## src/rtl/move_tiros_gen.sv

```systemverilog
// move_tiros_gen: sweeps every shot slot once per request, moves loaded
// shots by STEP along their direction and unloads shots that would leave
// the screen. The shot memory is read combinationally at tiro_addr.
module move_tiros_gen #(
    parameter int N_TIROS = 8,
    parameter int COORD_W = 10,
    parameter int STEP    = 4,
    parameter int X_MAX   = 639,
    parameter int Y_MAX   = 479,
    localparam int IDX_W  = $clog2(N_TIROS)
) (
    input  logic               clock,
    input  logic               reset,
    input  logic               movimenta_tiro,
    output logic [IDX_W-1:0]   tiro_addr,
    input  logic [COORD_W-1:0] tiro_x,
    input  logic [COORD_W-1:0] tiro_y,
    input  logic [2:0]         tiro_opcode,
    input  logic               tiro_loaded,
    output logic [COORD_W-1:0] new_x,
    output logic [COORD_W-1:0] new_y,
    output logic               we_pos,
    output logic               we_loaded,
    output logic               new_loaded,
    output logic               busy,
    output logic               movimentacao_concluida_tiro,
    output logic [IDX_W:0]     n_ativos,
    output logic [IDX_W:0]     n_expirados,
    output logic [3:0]         db_estado
);

    typedef enum logic [3:0] {
        INICIO         = 4'd0,
        ESPERA         = 4'd1,
        LE             = 4'd2,
        AVALIA         = 4'd3,
        ESCREVE_POS    = 4'd4,
        ESCREVE_LOADED = 4'd5,
        PROXIMO        = 4'd6,
        SINALIZA       = 4'd7
    } state_t;

    // One extra bit keeps sums and differences from wrapping before the
    // bound comparison.
    localparam logic [COORD_W:0] STEP_E  = (COORD_W+1)'(STEP);
    localparam logic [COORD_W:0] X_MAX_E = (COORD_W+1)'(X_MAX);
    localparam logic [COORD_W:0] Y_MAX_E = (COORD_W+1)'(Y_MAX);
    localparam logic [IDX_W-1:0] LAST    = IDX_W'(N_TIROS - 1);

    state_t             state, state_next;
    logic [COORD_W-1:0] reg_x, reg_y;
    logic [2:0]         reg_op;
    logic               reg_loaded;

    logic               x_move, x_dec, y_move, y_dec;
    logic [COORD_W:0]   x_ext, y_ext, x_sum, y_sum;
    logic               x_exit, y_exit, exits;
    logic [COORD_W-1:0] moved_x, moved_y;
    logic               is_last;

    // Decode the registered direction and compute the moved position and exit flag.
    always_comb begin
        x_move  = reg_op[2] | ~reg_op[1];
        x_dec   = reg_op[2] ? reg_op[1] : reg_op[0];
        y_move  = reg_op[2] | reg_op[1];
        y_dec   = reg_op[0];
        x_ext   = {1'b0, reg_x};
        y_ext   = {1'b0, reg_y};
        x_sum   = x_dec ? (x_ext - STEP_E) : (x_ext + STEP_E);
        y_sum   = y_dec ? (y_ext - STEP_E) : (y_ext + STEP_E);
        x_exit  = x_move & (x_dec ? (x_ext < STEP_E) : (x_sum > X_MAX_E));
        y_exit  = y_move & (y_dec ? (y_ext < STEP_E) : (y_sum > Y_MAX_E));
        exits   = x_exit | y_exit;
        moved_x = x_move ? x_sum[COORD_W-1:0] : reg_x;
        moved_y = y_move ? y_sum[COORD_W-1:0] : reg_y;
        is_last = (tiro_addr == LAST);
    end

    // State register.
    always_ff @(posedge clock or posedge reset) begin
        if (reset) begin
            state <= INICIO;
        end else begin
            // NOTE: sequential state uses non-blocking assignments so every
            // register samples pre-edge values, independent of block order.
            state <= state_next;
        end
    end

    // Next-state logic.
    always_comb begin
        // NOTE: default first so every path assigns state_next; without it a
        // missed branch would infer a latch.
        state_next = state;
        case (state)
            INICIO:   state_next = ESPERA;
            ESPERA:   if (movimenta_tiro) state_next = LE;
            LE:       state_next = AVALIA;
            AVALIA: begin
                if (!reg_loaded) state_next = is_last ? SINALIZA : PROXIMO;
                else if (exits)  state_next = ESCREVE_LOADED;
                else             state_next = ESCREVE_POS;
            end
            ESCREVE_POS, ESCREVE_LOADED:
                      state_next = is_last ? SINALIZA : PROXIMO;
            PROXIMO:  state_next = LE;
            SINALIZA: state_next = ESPERA;
            default:  state_next = INICIO;
        endcase
    end

    // Slot address, registered slot data and per-sweep counters.
    always_ff @(posedge clock or posedge reset) begin
        // NOTE: only these few control and data registers need a reset; the
        // shot memory itself lives outside this block and is not cleared here.
        if (reset) begin
            tiro_addr   <= '0;
            reg_x       <= '0;
            reg_y       <= '0;
            reg_op      <= '0;
            reg_loaded  <= 1'b0;
            n_ativos    <= '0;
            n_expirados <= '0;
        end else begin
            if (state == ESPERA && movimenta_tiro) begin
                tiro_addr   <= '0;
                n_ativos    <= '0;
                n_expirados <= '0;
            end
            if (state == PROXIMO) tiro_addr <= tiro_addr + IDX_W'(1);
            if (state == LE) begin
                reg_x      <= tiro_x;
                reg_y      <= tiro_y;
                reg_op     <= tiro_opcode;
                reg_loaded <= tiro_loaded;
            end
            if (state == AVALIA && state_next == ESCREVE_POS)
                n_ativos <= n_ativos + (IDX_W+1)'(1);
            if (state == AVALIA && state_next == ESCREVE_LOADED)
                n_expirados <= n_expirados + (IDX_W+1)'(1);
        end
    end

    // Moore outputs decoded from the current state.
    always_comb begin
        we_pos                      = (state == ESCREVE_POS);
        we_loaded                   = (state == ESCREVE_LOADED);
        new_loaded                  = (state == ESCREVE_POS);
        new_x                       = (state == ESCREVE_POS) ? moved_x : reg_x;
        new_y                       = (state == ESCREVE_POS) ? moved_y : reg_y;
        busy                        = (state != INICIO) && (state != ESPERA);
        movimentacao_concluida_tiro = (state == SINALIZA);
        db_estado                   = state;
    end

endmodule

```

## config.mk

```make
export PLATFORM = sky130hd
export DESIGN_NAME = move_tiros_gen
export DESIGN_NICKNAME = d
export VERILOG_FILES = /design/src/rtl/move_tiros_gen.sv
export SDC_FILE = /design/constraint.sdc
export NUM_CORES = 1
export LEC_CHECK = 0
export ABC_AREA = 1
export BUFFER_PORTS_ARGS = -buffer_cell sky130_fd_sc_hd__buf_4
export CAP_MARGIN = 10
export CORE_ASPECT_RATIO = 0.9
export CORE_MARGIN = 5
export CORE_UTILIZATION = 53
export DETAILED_ROUTE_END_ITERATION = 16
export GPL_TIMING_DRIVEN = 1
export PLACE_DENSITY_LB_ADDON = 0.3
export SLEW_MARGIN = 20
export SYNTH_ARGS = -nofsm -noshare
export SYNTH_HDL_FRONTEND = slang
export SYNTH_SLANG_ARGS = --single-unit
export TNS_END_PERCENT = 30
```

## constraint.sdc

```tcl
create_clock -name clock -period 2.51 [get_ports clock]
set_clock_uncertainty 0.1 [all_clocks]
set_input_delay 0.1255 -clock clock [delete_from_list [all_inputs] [get_ports clock]]
set_output_delay 0.1255 -clock clock [all_outputs]
set_load 0.05 [all_outputs]
```

==> flow_summary.toml, run 1 <==
[run_status]
status = "complete, but fails checks"
violations = "negative hold slack"

[timing]
period_needed_ns = 2.30
period_share_pct = 91.7
fmax_ghz = 0.434
worst_slack_ns = 0.208
tightest_slew_ns = 0.508
relSlewSlack_pct = 66.1
timing.hold.ws_ns = -0.000137
setup_violations = 0
rsz0062_at_grt = "false"
slew_violations = 0
finalHoldViolations = 1

[critical_path]
required_ns = 2.28
cpMaxStageDelayCell = "dfrtp_2"
cp_max_fo = 11
cp_num_buf_inv = 5
cp.arrival_ns = 2.08
crit_chain = "nor2_4 -> inv_2 -> nor3_4 -> inv_2 -> nor2_1 -> buf_4 -> o21ai_0 -> xor2_1 -> inv_1 -> buf_4"
cp-end-kind = "output pin"
critPathTopFamily = "buffers and inverters"
cp-start-kind = "flip-flop"
criticalPathCategory = "flip-flop to output pin"
critPathMaxStageDelay_ns = 0.44

[final_layout]
antennaDiodeCount = 0
synthToLayoutAreaGrowth_pct = 34.8
multi_input_area_mm2 = 0.00147
fillers = 380
register_area_um2 = 978
layout.nets = 477
final_util_pct = 73.2
layout-drive-gt1-share_pct = 26.9

[floorplan]
die_x_um = 84.2
placementRows = 24
ios = 67
core_mm2 = 0.00483
initial_core_util_pct = 54.3
die_y_um = 76.8
dieArea_mm2 = 0.00646

[clocking]
cts_resized = 0
cts_root_buf = "clkbuf_8"
cts_buffer_depth = 2
clk_latency_ns = 0.29
clk_pin_slew_ns = 0.07
htreeDepth = 2
cts_tree = "built"
cts.sinks = 39
cts_made_buffers = 5

[route]
drt_wl_total_mm = 6.54
first_pass_iters = 4
detail_route.iter0.violations = 195
wl_per_cell_um = 12.9
via_per_inst = 5.10
vias = 2586
drc = 0
antenna_left = 0

[power_and_ir_drop]
p_int_mw = 2.04
peakVddDrop_uv = 939
clockPowerShare_pct = 9.4
p_sw_share_pct = 55.8
seq_power_share_pct = 27.5
power_density_mw_per_mm2 = 1310
power_mw = 4.62
leakagePower_nw = 1.86
p_sw_mw = 2.58
pwr-share-comb_pct = 63.1

[logic_synthesis]
synth_seq_area_share_pct = 37.2
synth_fp_nets = 389
synthDistinctLibCells = 38
synthesis.area_mm2 = 0.00262
synth_seq_cells = 39
synthCells = 354
yosys_warnings = 0
synth-edff-count = 0
synth-main-ff-cell = "dfrtp_1"
async_flop_share_pct = 100
postSynthAreaPerCell_um2 = 7.41

[placement]
io_buffers = 66
place_ws_ns = 0.416
dp_hpwl_mm = 4.70
gp_congestion = 0.931

[grt]
antenna_found_initial = 0
grt_max_degree = 40
grt_pass1_vias = 2499
grt_overflow_total = 0
grt_pass1_wl_mm = 11.4
track_usage_pct = 21.4

[run]
drv_cap = 0

[hold_path]
hold_class = "primary input to flip-flop"
-- path summary, 6_finish.rpt --
check / start / endpoint / slack [ns] / cells after the start
max: db_estado[3]$_DFF_PP0_ / new_y[4] / 0.21 / 10
min: tiro_y[9] / reg_y[9]$_DFFE_PP0P_ / -0.0001 / 3
max reg2reg: reg_y[2]$_DFFE_PP0P_ / n_expirados[0]$_DFFE_PP0P_ / 0.44 / 16
min reg2reg: reg_x[1]$_DFFE_PP0P_ / reg_x[1]$_DFFE_PP0P_ / 0.41 / 1
max in group asynchronous: reset / db_estado[3]$_DFF_PP0_ / 1.52 / 4
min in group asynchronous: reset / reg_x[0]$_DFFE_PP0P_ / 0.42 / 4
-- routing by layer --
layer / part of all wire, % / GRT usage, % / wire, um / vias up
met1: 44 / 27.4 / 2870 / 1196
met5: 0 / 0 / 0 / -
met2: 48 / 35.2 / 3160 / 77
met4: 1.2 / 6.27 / 79 / 0
met3: 6.6 / 6.32 / 430 / 8
li1: - / - / - / 1305
-- state kept, by name, indices dropped and copies added (netlist names) --
signal and flops:
db_estado 4, reg_op 3, n_ativos 4, n_expirados 4, tiro_addr 3, reg_loaded 1, reg_x 10, reg_y 10
-- worst min-delay path: cells and delay by family --
kind | cells | cell delay [ns]
compound gates | 1 | 0.11
simple gates | 1 | 0.03
buf+inv | 1 | 0.08
-- final cells by class --
cell class / instances / area share, %
well taps: 65 / 2.30
repair buffers: 94 / 21.5
clock buffers: 6 / 2.33
flip-flops and latches: 39 / 27.7
clock inverters: 1 / 0.141
multi-input cells: 260 / 41.5
inverters: 42 / 4.53
-- power by group through the flow --
stage	Clock, mW	Combinational, mW	Sequential [mW]
after global routing	0.478	3.20	1.32
after global placement	0	2.85	1.26
final	0.433	2.92	1.27
after CTS	0.443	2.92	1.26
after floorplan	0	2.15	1.36
after detailed placement	0	2.89	1.27
-- Yosys cell counts, types with 5 or more instances --
| master | count | share of area, % |
|---|---|---|
| dfrtp_1 | 39 | 37 |
| a21oi_1 | 20 | 3.8 |
| o21ai_0 | 14 | 2.7 |
| nand3_1 | 29 | 5.5 |
| inv_2 | 9 | 1.3 |
| nand4_1 | 5 | 1.2 |
| nand2_1 | 87 | 12 |
| inv_1 | 32 | 4.6 |
| xor2_1 | 8 | 2.7 |
| ha_1 | 8 | 3.8 |
| nor2_1 | 43 | 6.2 |
| mux2_1 | 6 | 2.6 |
| nand2_2 | 5 | 1.2 |
| buf_4 | 7 | 2.0 |
-- cell families (layout without fill, tap and decap cells) --
family	after synthesis	after routing	synth area share, %
AND/OR/NAND/NOR	187	187	32.6
buffers and inverters	55	143	9.30
AO/OA/AOI/OAI	44	44	9.49
flip-flops	39	39	37.2
XOR/XNOR	12	12	4.01
adder cells (fa/ha/maj)	8	8	3.82
multiplexers	8	8	3.43
other	1	1	0.143
-- cell usage in the layout (no fill, tap or decap), types with 3 or more instances in the layout --
| cell | instances |
|---|---|
| a21oi_1 | 20 |
| buf_4 | 72 |
| clkbuf_8 | 6 |
| dfrtp_1 | 37 |
| dlygate4sd3_1 | 22 |
| ha_1 | 8 |
| inv_1 | 32 |
| inv_2 | 9 |
| mux2_1 | 6 |
| nand2_1 | 87 |
| nand2_2 | 5 |
| nand2_4 | 3 |
| nand3_1 | 29 |
| nand4_1 | 5 |
| nor2_1 | 43 |
| nor3_1 | 4 |
| o21ai_0 | 7 |
| o21ai_1 | 6 |
| o21ai_2 | 4 |
| xnor2_1 | 4 |
| xor2_1 | 5 |
| xor2_2 | 3 |
-- metrics by stage --
stage / setup TNS [ns] / cells / hold slack [ns] / area (um^2)
after floorplan: -0.122 / 354 / 0.157 / 2690
after global placement: 0 / 475 / 0.178 / 3210
after detailed placement: 0 / 475 / 0.191 / 3210
after CTS: 0 / 502 / 0.00411 / 3490
after global routing: 0 / 507 / 0.00493 / 3540
final: 0 / 507 / -0.000137 / 3540
-- what timing repair did --
item / 4_1_cts / 5_1_grt
setup endpoints to repair: 0 / 2
hold buffers: 20 / 2
endpoints found under the hold margin: 58 / 2
buffers inserted: 0 / 3
No activity file was read; power rests on OpenSTA's default activity.
==> run 2: changes to the inputs <==
--- a/config.mk
+++ b/config.mk
@@ -12,3 +12,3 @@
 export CORE_MARGIN = 5
-export CORE_UTILIZATION = 53
+export CORE_UTILIZATION = 27
 export DETAILED_ROUTE_END_ITERATION = 16
==> constraint.sdc (replaced) <==
create_clock -name clock -period 2.51 [get_ports clock]
set_clock_uncertainty 0.1 [all_clocks]
set_input_delay 0.3765 -clock clock [delete_from_list [all_inputs] [get_ports clock]]
set_output_delay 0.3765 -clock clock [all_outputs]
set_load 0.05 [all_outputs]
==> run 2 against run 1 <==
The flow now finishes without violations; final area fell by 0.18%; combinational power rose by 5%; worst setup slack got worse by 0.067 ns; total power rose by 2.9%; non-clock buffer count fell by 18; register-to-register slack got worse by 0.05 ns; sequential power barely moved; clock power fell by 6.0%; sequential share of layout area rose by 0.16 points; routed wire length rose by 3.3%; largest power group unchanged.
==> flow_summary.toml, run 2 (synthesized netlist as in run 1, its figures left out) <==
[placement]
place_ws_ns = 0.297
dp_hpwl_mm = 5.33
io_buffers = 66
gp_congestion = 0.816

[timing]
setup_violations = 0
worst_slack_ns = 0.141
finalHoldViolations = 0
rsz0062_at_grt = "true"
tightest_slew_ns = 0.519
slew_violations = 0
relSlewSlack_pct = 65.4
period_needed_ns = 2.37
period_share_pct = 94.4
timing.hold.ws_ns = 0.124
fmax_ghz = 0.422

[grt]
grt_max_degree = 40
grt_overflow_total = 0
antenna_found_initial = 0
grt_pass1_wl_mm = 11.6
met1_usage_pct = 17.0
grt_busiest_layer = "met2"
gr-usage-met2_pct = 18.3
met3_usage_pct = 2.62
grt_pass1_vias = 2315
track_usage_pct = 11.8

[clocking]
cts_made_buffers = 5
htreeDepth = 2
clk_latency_ns = 0.29
cts_tree = "built"
cts.sinks = 39
clk_pin_slew_ns = 0.08
cts_root_buf = "clkbuf_8"
cts_buffer_depth = 2

[final_layout]
antennaDiodeCount = 0
synthToLayoutAreaGrowth_pct = 34.6
layout.nets = 459
most-common-layout-cells = "nand2_1 (85), buf_4 (66), nor2_1 (43)"
layout-drive-gt1-share_pct = 31.8
layout_commonest_cell = "nand2_1"
reg_top3 = "reg_x (10), reg_y (10)"

[critical_path]
required_ns = 2.03
reg2reg_depth = 16
cp-start-kind = "flip-flop"
cp.arrival_ns = 1.89
cp_max_fo = 9
cp-end-kind = "output pin"
rr_startpoint = "reg_y[2]$_DFFE_PP0P_"
r2r_setup_slack_ns = 0.39
worstReg2RegEnd = "n_expirados[0]$_DFFE_PP0P_"
criticalPathCategory = "flip-flop to output pin"

[floorplan]
die_y_um = 104
placementRows = 34
ios = 67
die_x_um = 114
dieArea_mm2 = 0.0118
core_mm2 = 0.00957
initial_core_util_pct = 27.4

[route]
vias = 2457
drt_wl_total_mm = 6.76
drc = 0
detail_route.iter0.violations = 69
antenna_left = 0
via_per_inst = 4.46
wl_per_cell_um = 12.3
first_pass_iters = 4

[power_and_ir_drop]
seq_power_share_pct = 26.8
peakVddDrop_uv = 554
p_int_mw = 2.12
leakagePower_nw = 1.80
pwr-share-comb_pct = 64.6
clockPowerShare_pct = 8.6
power_density_mw_per_mm2 = 1350
p_sw_share_pct = 55.5
p_sw_mw = 2.64

[hold_path]
hold_class = "primary input to asynchronous set/reset pin"

[run_status]
status = "completed"

[run]
drv_cap = 0
run 2: cell count changes in the layout (fill, tap and decap cells not counted), sizes merged:
cell / before / now
dlygate4sd3: 22 / 0
clkbuf: 6 / 7
buf: 72 / 76
run 2: repair_timing:
action,CTS,global route
setup buffers,0,2
setup endpoints to repair,3,15
hold buffers,0,0
pin swaps,1,3
resized for setup,2,16
run 2: cell type report:
class | instances | area (um^2)
sequential | 39 | 982
multi-input combinational | 260 | 1540
tap | 126 | 158
clock inverter | 1 | 5.00
inverter | 42 | 160
timing repair buffer | 76 | 612
fill | 1009 | 6040
clock buffer | 7 | 76.3
run 2: stage by stage:
step,power [mW],std cells,setup TNS [ns],cell area (um^2),utilization [%]
3_3_place_gp,4.28,541,0,3380,35.3
5_1_grt,5.16,551,-0.00965,3530,36.9
2_1_floorplan,3.60,354,-1.06,2760,-
4_1_cts,4.74,549,0,3470,36.2
6_report,4.76,551,0,3530,36.9
3_5_place_dp,4.31,541,0,3380,35.3
run 2: worst max path at each step:
stage / startpoint / to / slack (ns) / depth (start not counted)
3_5_place_dp: db_estado[3]$_DFF_PP0_ / new_x[4] / 0.30 / 10
4_1_cts: db_estado[3]$_DFF_PP0_ / new_x[4] / 0.004 / 10
6_report: reg_op[2]$_DFFE_PP0P_ / new_x[6] / 0.14 / 7
2_1_floorplan: db_estado[2]$_DFF_PP0_ / new_x[8] / -0.14 / 8
3_3_place_gp: reg_y[2]$_DFFE_PP0P_ / n_expirados[0]$_DFFE_PP0P_ / 0.34 / 16
5_1_grt: db_estado[2]$_DFF_PP0_ / new_x[8] / -0.01 / 10
run 2: per-layer routing:
layer / wire (um) / share of wire, % / vias up
met1: 3340 / 49 / 1126
met3: 302 / 4.5 / 5
met4: 38 / 0.56 / 0
li1: - / - / 1275
met2: 3090 / 46 / 51
met5: 0 / 0 / -
run 2: worst max-delay path: stages (launching register included):
cell     delay [ns]
dfrtp_1        0.47
o21ai_4        0.33
nand2_1        0.15
nor3_1         0.14
o21ai_0        0.11
xor2_1         0.19
inv_2          0.04
buf_4          0.18
run 2: power by group through the flow:
stage               clock (mW)  sequential, mW  combinational (mW)
floorplan                    0            1.37                2.23
global placement             0            1.26                3.01
detailed placement           0            1.27                3.03
CTS                      0.429            1.26                3.05
global route             0.464            1.33                3.36
finish                   0.407            1.28                3.08
